[config.mk]
export PLATFORM = sky130hd
export DESIGN_NAME = reg_write_seq_flat
export DESIGN_NICKNAME = d
export VERILOG_FILES = /design/src/rtl/reg_write_seq_pkg.sv /design/src/rtl/reg_write_seq_if.sv /design/src/rtl/reg_write_seq_ptr.sv /design/src/rtl/reg_write_seq.sv /design/src/flat_wrapper.sv
export SDC_FILE = /design/constraint.sdc
export NUM_CORES = 1
export LEC_CHECK = 0
export ABC_AREA = 1
export ABC_CLOCK_PERIOD_IN_PS = 1750
export BUFFER_PORTS_ARGS = -buffer_cell sky130_fd_sc_hd__buf_2
export CELL_PAD_IN_SITES_DETAIL_PLACEMENT = 0
export CELL_PAD_IN_SITES_GLOBAL_PLACEMENT = 1
export CORE_AREA = 3 3 71 73
export CTS_BUF_LIST = sky130_fd_sc_hd__clkbuf_4 sky130_fd_sc_hd__clkbuf_8
export CTS_CLUSTER_DIAMETER = 50
export DETAILED_ROUTE_END_ITERATION = 10
export DIE_AREA = 0 0 74 76
export PLACE_DENSITY_LB_ADDON = 0.3
export SLEW_MARGIN = 20
export SYNTH_ARGS = -nofsm -noshare
export SYNTH_HDL_FRONTEND = slang
export SYNTH_SLANG_ARGS = --single-unit
[constraint.sdc]
create_clock -name clk -period 1.75 [get_ports clk]
set_input_delay 0 -clock clk [delete_from_list [all_inputs] [get_ports clk]]
set_output_delay 0 -clock clk [all_outputs]
set_load 0.1 [all_outputs]
[src/rtl/reg_write_seq_pkg.sv]
// Shared types and header field positions for the register write sequencer.
// Header layout: [AW-1:0] start address, [2*AW-1:AW] length minus one.
package reg_write_seq_pkg;

    typedef enum logic [1:0] {
        IDLE = 2'd0,
        DATA = 2'd1,
        DROP = 2'd2,
        DONE = 2'd3
    } state_t;

    localparam int ADDR_LSB = 0;

    function automatic int addr_msb(input int aw);
        return aw - 1;
    endfunction

    function automatic int len_lsb(input int aw);
        return aw;
    endfunction

    function automatic int len_msb(input int aw);
        return 2 * aw - 1;
    endfunction

endpackage

[src/rtl/reg_write_seq_if.sv]
// Upstream beat stream: valid/ready handshake with a WIDTH-bit payload.
interface reg_write_seq_if #(
    parameter int WIDTH = 8
);
    logic             s_valid;
    logic [WIDTH-1:0] s_data;
    logic             s_ready;

    modport master (output s_valid, s_data, input s_ready);
    modport slave  (input s_valid, s_data, output s_ready);
endinterface

[src/rtl/reg_write_seq_ptr.sv]
// Modulo-NUM_REGS register pointer with load and increment controls.
module reg_ptr_wrap #(
    parameter int NUM_REGS = 16,
    parameter int AW       = $clog2(NUM_REGS)
) (
    input  logic          clk,
    input  logic          rst_n,
    input  logic          load,
    input  logic [AW-1:0] load_val,
    input  logic          inc,
    output logic [AW-1:0] ptr
);

    logic [AW-1:0] ptr_reg;

    always_ff @(posedge clk or negedge rst_n) begin
        if (!rst_n) begin
            ptr_reg <= '0;
        end else if (load) begin
            ptr_reg <= load_val;
        end else if (inc) begin
            ptr_reg <= (ptr_reg == AW'(NUM_REGS - 1)) ? '0 : ptr_reg + AW'(1);
        end
    end

    assign ptr = ptr_reg;

endmodule

[src/rtl/reg_write_seq.sv]
// Turns header+data frames into single-cycle register-file writes.
// Out-of-range start addresses swallow the frame and raise a sticky err.
module reg_write_seq
    import reg_write_seq_pkg::*;
#(
    parameter int NUM_REGS = 16,
    parameter int WIDTH    = 8,
    localparam int AW      = $clog2(NUM_REGS)
) (
    input  logic             clk,
    input  logic             rst_n,
    reg_write_seq_if.slave   s,
    input  logic             err_clr,
    output logic [WIDTH-1:0] wr_data,
    output logic [AW-1:0]    wr_idx,
    output logic             wr_strobe,
    output logic             busy,
    output logic             frame_done,
    output logic             err
);

    state_t           state_reg, state_next;
    logic [AW:0]      count_reg, count_next;
    logic [WIDTH-1:0] wr_data_reg;
    logic [AW-1:0]    wr_idx_reg;
    logic             wr_strobe_reg, frame_done_reg, err_reg, s_ready_reg;
    logic [AW-1:0]    ptr;
    logic             ptr_load, ptr_inc, wr_en, err_set;
    logic             accept, hdr_bad;
    logic [AW-1:0]    hdr_addr;
    logic [AW:0]      hdr_len;

    assign accept   = s.s_valid && s_ready_reg;
    assign hdr_addr = s.s_data[addr_msb(AW):ADDR_LSB];
    assign hdr_len  = {1'b0, s.s_data[len_msb(AW):len_lsb(AW)]} + (AW+1)'(1);
    assign hdr_bad  = {1'b0, hdr_addr} >= (AW+1)'(NUM_REGS);

    reg_ptr_wrap #(.NUM_REGS(NUM_REGS), .AW(AW)) u_ptr (
        .clk      (clk),
        .rst_n    (rst_n),
        .load     (ptr_load),
        .load_val (hdr_addr),
        .inc      (ptr_inc),
        .ptr      (ptr)
    );

    always_comb begin
        state_next = state_reg;
        count_next = count_reg;
        ptr_load   = 1'b0;
        ptr_inc    = 1'b0;
        wr_en      = 1'b0;
        err_set    = 1'b0;
        case (state_reg)
            IDLE: if (accept) begin
                count_next = hdr_len;
                if (hdr_bad) begin
                    state_next = DROP;
                    err_set    = 1'b1;
                end else begin
                    state_next = DATA;
                    ptr_load   = 1'b1;
                end
            end
            DATA: if (accept) begin
                wr_en      = 1'b1;
                ptr_inc    = 1'b1;
                count_next = count_reg - (AW+1)'(1);
                if (count_reg == (AW+1)'(1)) state_next = DONE;
            end
            DROP: if (accept) begin
                count_next = count_reg - (AW+1)'(1);
                if (count_reg == (AW+1)'(1)) state_next = DONE;
            end
            DONE:    state_next = IDLE;
            default: state_next = IDLE;
        endcase
    end

    // s_ready is registered from the next state so it drops exactly for DONE.
    always_ff @(posedge clk or negedge rst_n) begin
        if (!rst_n) begin
            state_reg      <= IDLE;
            count_reg      <= '0;
            wr_data_reg    <= '0;
            wr_idx_reg     <= '0;
            wr_strobe_reg  <= 1'b0;
            frame_done_reg <= 1'b0;
            err_reg        <= 1'b0;
            s_ready_reg    <= 1'b1;
        end else begin
            state_reg      <= state_next;
            count_reg      <= count_next;
            wr_strobe_reg  <= wr_en;
            frame_done_reg <= (state_next == DONE);
            s_ready_reg    <= (state_next != DONE);
            if (wr_en) begin
                wr_data_reg <= s.s_data;
                wr_idx_reg  <= ptr;
            end
            if (err_set) begin
                err_reg <= 1'b1;
            end else if (err_clr) begin
                err_reg <= 1'b0;
            end
        end
    end

    assign s.s_ready  = s_ready_reg;
    assign wr_data    = wr_data_reg;
    assign wr_idx     = wr_idx_reg;
    assign wr_strobe  = wr_strobe_reg;
    assign frame_done = frame_done_reg;
    assign err        = err_reg;
    assign busy       = (state_reg != IDLE);

endmodule

[src/flat_wrapper.sv]
// flat-port wrapper written by rule: the top's interface ports become plain ports
module reg_write_seq_flat import reg_write_seq_pkg::*;
#(
    parameter int NUM_REGS = 16,
    parameter int WIDTH    = 8,
    localparam int AW      = $clog2(NUM_REGS)
)
  (clk, rst_n, err_clr, wr_data, wr_idx, wr_strobe, busy, frame_done, err, s_s_valid, s_s_data, s_s_ready);
  reg_write_seq_if #(.WIDTH(WIDTH)) s_i ();
  input  logic clk;
  input  logic rst_n;
  input  logic err_clr;
  output logic [WIDTH-1:0] wr_data;
  output logic [AW-1:0] wr_idx;
  output logic wr_strobe;
  output logic busy;
  output logic frame_done;
  output logic err;
  input wire logic [$bits(s_i.s_valid)-1:0] s_s_valid;
  input wire logic [$bits(s_i.s_data)-1:0] s_s_data;
  output wire logic [$bits(s_i.s_ready)-1:0] s_s_ready;
  assign s_i.s_valid = s_s_valid;
  assign s_i.s_data = s_s_data;
  assign s_s_ready = s_i.s_ready;
  reg_write_seq #(.NUM_REGS(NUM_REGS), .WIDTH(WIDTH)) u_core (.clk(clk), .rst_n(rst_n), .s(s_i), .err_clr(err_clr), .wr_data(wr_data), .wr_idx(wr_idx), .wr_strobe(wr_strobe), .busy(busy), .frame_done(frame_done), .err(err));
endmodule
=== After elaboration in Yosys (flattened, before gate mapping) ===
Cells that the tools add are included.
W data, S select, Z words.

* Register bits: 26
* Input port bits: 12
* Output and inout bits: 17
* Word-level logic and storage cells: 40

* Add/sub/neg operators: 3
* Eq/ne operators: 9
* Muxes and demuxes: 13
* Reductions and logical operators: 7

{| class="wikitable"
|+ Operators with widths
! cell !! number
|-
| $mux W4 || 3
|-
| $mux W5 || 2
|-
| $pmux W5 S2 || 1
|-
| $eq A2 B2 Y1 const B || 3
|-
| $mux W2 || 3
|-
| $pmux W2 S3 || 1
|-
| $reduce_bool A2 Y1 || 3
|-
| $add A4 B1 Y5 const B || 1
|-
| $eq A5 B1 Y1 const B || 1
|-
| $sub A5 B1 Y5 const B || 1
|-
| $add A4 B1 Y4 const B || 1
|-
| $eq A4 B4 Y1 const B || 1
|-
| $ne A2 B1 Y1 const B || 2
|-
| $mux W1 || 3
|-
| $reduce_and A3 Y1 || 1
|-
| $eq A2 B1 Y1 const B || 1
|-
| $logic_not A2 Y1 || 1
|-
| $ne A2 B2 Y1 const B || 1
|-
| $reduce_or A2 Y1 || 1
|-
| $logic_and A1 B1 Y1 || 1
|}

=== Logic depth before layout (Yosys ltp) ===
* Word-level depth: 5
* Depth in mapped cells: 9
* Mapped depth without buffers: 9

=== Modules after synthesis ===
A second synthesis with hierarchy kept.

* Cells, all modules: 176
* Area, all modules: 1405.1 µm²

{| class="wikitable"
|+ By module, submodules not included
! module !! times used !! cells each !! area each (µm²) !! sequential area each (µm²)
|-
| reg_write_seq || 1 || 138 || 1152.4 || 551.8
|-
| reg_ptr_wrap || 1 || 38 || 252.7 || 100.1
|}

=== Worst setup path before layout ===
OpenSTA, ideal clock, no wires.

* Kind: register to register
* Start: register u_core.s_ready_reg (netlist: u_core.s.s_ready)
* End: register u_core.u_ptr.ptr_reg[0] (netlist: u_core.u_ptr.ptr[0])
* Setup time: 0.127 ns
* Arrival: 1.536 ns
* Data required time: 1.623 ns
* Path slack: 0.087 ns
* Cell stages (with the launch flop): 7
* Buffers on the path: 1
* Period minus slack after synthesis: 1.663 ns
* Cells stage by stage: dfstp_2 nand2_2 nor2_4 buf_6 nor2_2 nand2_1 o211ai_2

* Word-level cells in the longest chain between the ends: 4
* Elaborated cells between the ends (all ways): 6
* Classes of those cells: mux (4); reduce/logical (2)

{| class="wikitable"
|+ RTL lines
! element !! line !! RTL
|-
| start, declared || reg_write_seq.sv:26 || <nowiki>logic wr_strobe_reg, frame_done_reg, err_reg, s_ready_reg;</nowiki>
|-
| start signal, assigned || reg_write_seq.sv:96 || <nowiki>s_ready_reg <= (state_next != DONE);</nowiki>
|-
| $logic_and A1 B1 Y1 || reg_write_seq.sv:33 || <nowiki>assign accept = s.s_valid && s_ready_reg;</nowiki>
|-
| $mux W1 || reg_write_seq.sv:65 || <nowiki>DATA: if (accept) begin</nowiki>
|-
| $mux W1 || reg_write_seq.sv:54 || <nowiki>case (state_reg)</nowiki>
|-
| named net u_core.ptr_inc || reg_write_seq.sv:28 || <nowiki>logic ptr_load, ptr_inc, wr_en, err_set;</nowiki>
|-
| $reduce_bool A2 Y1 (no source line) || n/a ||
|-
| end signal, assigned || reg_write_seq_ptr.sv:20 || <nowiki>ptr_reg <= load_val;</nowiki>
|-
| end signal, assigned || reg_write_seq_ptr.sv:22 || <nowiki>ptr_reg <= (ptr_reg == AW'(NUM_REGS - 1)) ? '0 : ptr_reg + AW'(1);</nowiki>
|-
| end, declared || reg_write_seq_ptr.sv:14 || <nowiki>logic [AW-1:0] ptr_reg;</nowiki>
|}

The timed path passes the listed nets, and every way through them passes these cells.
A chain may end at the register's enable or synchronous reset.

=== Worst setup path after layout ===
* Start: register u_core.state_reg[1]
* End: register u_core.count_reg[2]

* Word-level cells in the longest chain between the ends: 4
* Elaborated cells between the ends (all ways): 9
* Classes of those cells: eq/ne (4); mux (1); reduce/logical (4)

{| class="wikitable"
|+ RTL lines
! element !! line !! RTL
|-
| start, declared || reg_write_seq.sv:22 || <nowiki>state_t state_reg, state_next;</nowiki>
|-
| start signal, assigned || reg_write_seq.sv:92 || <nowiki>state_reg <= state_next;</nowiki>
|-
| $eq A2 B1 Y1 or $eq A2 B2 Y1 (tied branches) || reg_write_seq.sv:54 ||
|-
| $reduce_or A2 Y1 (no source line) || n/a ||
|-
| $ne A2 B1 Y1 (no source line) or $reduce_bool A2 Y1 (tied branches) || n/a ||
|-
| $reduce_and A3 Y1 (no source line) || n/a ||
|-
| end signal, assigned || reg_write_seq.sv:93 || <nowiki>count_reg <= count_next;</nowiki>
|-
| end, declared || reg_write_seq.sv:23 || <nowiki>logic [AW:0] count_reg, count_next;</nowiki>
|}

Several ways; a longest one is shown, not always the timed one.

==> impl_metrics.env <==
export IMPL_critPathMaxFanout=10
export IMPL_cts_sinks=26
export IMPL_period_share_pct=89.31
export IMPL_synth_cell_types=28
export IMPL_crit_path_start_kind="flip-flop"
export IMPL_synth_edff_count=0
export IMPL_maxSlewHeadroom_pct=60.15
export IMPL_worstPathRequired_ps=1920
export IMPL_status="finished clean"
export IMPL_fin_skew_ps=2.007
export IMPL_synthTopCellsByCount="nand2_1 (59), dfrtp_1 (25), inv_1 (14)"
export IMPL_post_drt_wl_per_cell_um=10.95
export IMPL_diodes=0
export IMPL_routed_wl_um=2792
export IMPL_clk_pin_slew_worst_paths_ps=90
export IMPL_syn_nets=187
export IMPL_synth_most_common_cell="nand2_1"
export IMPL_drc=0
export IMPL_cts_tree="built"
export IMPL_drv_cap=0
export IMPL_vias_per_cell=4.459
export IMPL_tns_ps=0
export IMPL_async_flop_share_pct=100.0
export IMPL_drtIter0Drc=51
export IMPL_cts_root_buffer="clkbuf_8"
export IMPL_clock_latency_ps=270
export IMPL_synth_top_area_share_pct=44.05
export IMPL_cts_buffers_inserted=3
export IMPL_fp_coreArea_sq_um=4414
export IMPL_ys_seq_area_share_pct=45.90
export IMPL_critical_path_class="reg -> reg"
export IMPL_final_nets=224
export IMPL_worstHoldPathCells=3
export IMPL_grt_use_total_pct=10.84
export IMPL_register_area_sq_um=651.9
export IMPL_area_growth_pct=22.56
export IMPL_netlist_area_sq_um=1420
export IMPL_via_count=1137
export IMPL_yosysTopAreaCell="dfrtp_1"
export IMPL_grt_remaining_overflow=0
export IMPL_hpwlAfterDp_um=2158
export IMPL_io_pins=29
export IMPL_rsz0062_at_grt="false"
export IMPL_die_x_um=74
export IMPL_cts_path_max_buffers=2
export IMPL_synth_seq_cells=26
export IMPL_arrival_ps=1730
export IMPL_antenna_found_initial=0
export IMPL_port_buffers=26
export IMPL_drive_above_1_share_pct=27.59
export IMPL_endpoint_kind="flip-flop"
export IMPL_postCtsSetupBuffers=0
export IMPL_first_global_vias=1154
export IMPL_worst_slew_pin_slew_ps=597.7
export IMPL_slew_violations=0
export IMPL_hold_viol_final=0
export IMPL_grt_max_degree=27
export IMPL_ys_flop_type="dfrtp_1"
export IMPL_fillers=471
export IMPL_syn_avg_cell_area_sq_um=8.504
export IMPL_synthTopCellsByArea="dfrtp_1 (44%), nand2_1 (16%), ha_1 (7.0%)"
export IMPL_dieArea_sq_um=5624
export IMPL_dr_pass1_iters=4
export IMPL_htree_levels=1
export IMPL_fin_crit_ps=1563
export IMPL_start_util_pct=32.17
export IMPL_drtAntennaViolNets=0
export IMPL_grt_pass1_wl_um=4974
export IMPL_clock_fmax_ghz=0.6398
export IMPL_ff2ff_path_depth=8
export IMPL_die_h_um=76
export IMPL_largest_register_ff_count=8
export IMPL_yosys_warnings=0
export IMPL_multi_input_area_sq_um=650.6
export IMPL_num_rows=24
export IMPL_gp_congestion=0.7531
export IMPL_hp_class="in -> reg"
export IMPL_synthCells=167
export IMPL_setup_viol=0
==> cells in the final DEF, fill, tap and decap left out, drive strengths merged, types with 2 or more instances in the layout <==
master / instances
ha: 8
nor2: 7
dfrtp: 25
nand2: 63
buf: 29
clkbuf: 3
or2: 3
dlygate4sd3: 7
nand4: 2
o211ai: 2
nand3: 11
o21ai: 17
inv: 19
==> cell families (layout without fill, tap and decap cells) <==
group           count (synthesis)  after routing  synth area share, %
other cells                     1              1               0.2641
flops                          26             26                45.90
xor+xnor                        2              2                1.234
fa+ha+maj                       8              8                7.049
compound gates                 21             21                10.40
simple gates                   86             86                26.70
buf+inv                        23             59                8.458
==> repair_timing <==
action / 4_1_cts / 5_1_grt
gates resized for setup: 0 / 1
hold endpoints to repair: 33 / 0
endpoints found under the setup margin: 0 / 3
hold buffers: 7 / 0
==> routing by layer <==
| layer | global-route usage, % | vias to the layer above | wire (um) |
|---|---|---|---|
| li1 | - | 600 | - |
| met5 | 0 | - | 0 |
| met3 | 1.583 | 2 | 92 |
| met1 | 13.79 | 524 | 1284 |
| met4 | 3.804 | 0 | 24 |
| met2 | 18.26 | 11 | 1390 |
==> cell type report <==
type | instances | share of cell area [%]
clock buffer | 3 | 2.372
clock inverter | 1 | 1.725
inverter | 19 | 4.529
multi-input combinational | 118 | 37.38
sequential | 26 | 37.46
tap | 52 | 3.738
timing repair buffer | 36 | 12.80
==> stage by stage <==
| step | util [%] | instance area (sq um) | hold slack [ps] | setup WS, ps | std cells |
|---|---|---|---|---|---|
| 6_report | 39.43 | 1740 | 12.96 | 187.0 | 255 |
| 5_1_grt | 39.43 | 1740 | 30.24 | 58.74 | 255 |
| 3_5_place_dp | 36.17 | 1597 | 48.88 | 97.30 | 244 |
| 3_3_place_gp | 36.17 | 1597 | 38.20 | 149.4 | 244 |
| 2_1_floorplan | - | 1420 | -295.6 | 87.03 | 167 |
| 4_1_cts | 39.37 | 1738 | 6.497 | 85.97 | 255 |
==> critical path, cell delays in order, from the launching register on <==
cell	delay, ps
dfrtp_1	410
inv_1	110
ha_2	360
inv_8	100
nand2_4	50
a21oi_4	240
o21ai_2	80
nand2_1	60
nand2_1	40
==> final timing paths <==
kind,slack [ps],from,endpoint
min in group asynchronous,270,rst_n,u_core.wr_data[0]
worst max-delay path,190,u_core.state_reg[1],u_core.count_reg[2]
worst min-delay path,10,s_s_data[1],u_core.wr_data[1]
worst max register to register,190,u_core.state_reg[1],u_core.count_reg[2]
max in group asynchronous,1090,rst_n,u_core.state_reg[0]
worst min register to register,470,u_core.count_reg[4],u_core.count_reg[4]
Power is not shown: default switching activity piles up to over one toggle a cycle in this logic, so the estimate is an artifact.
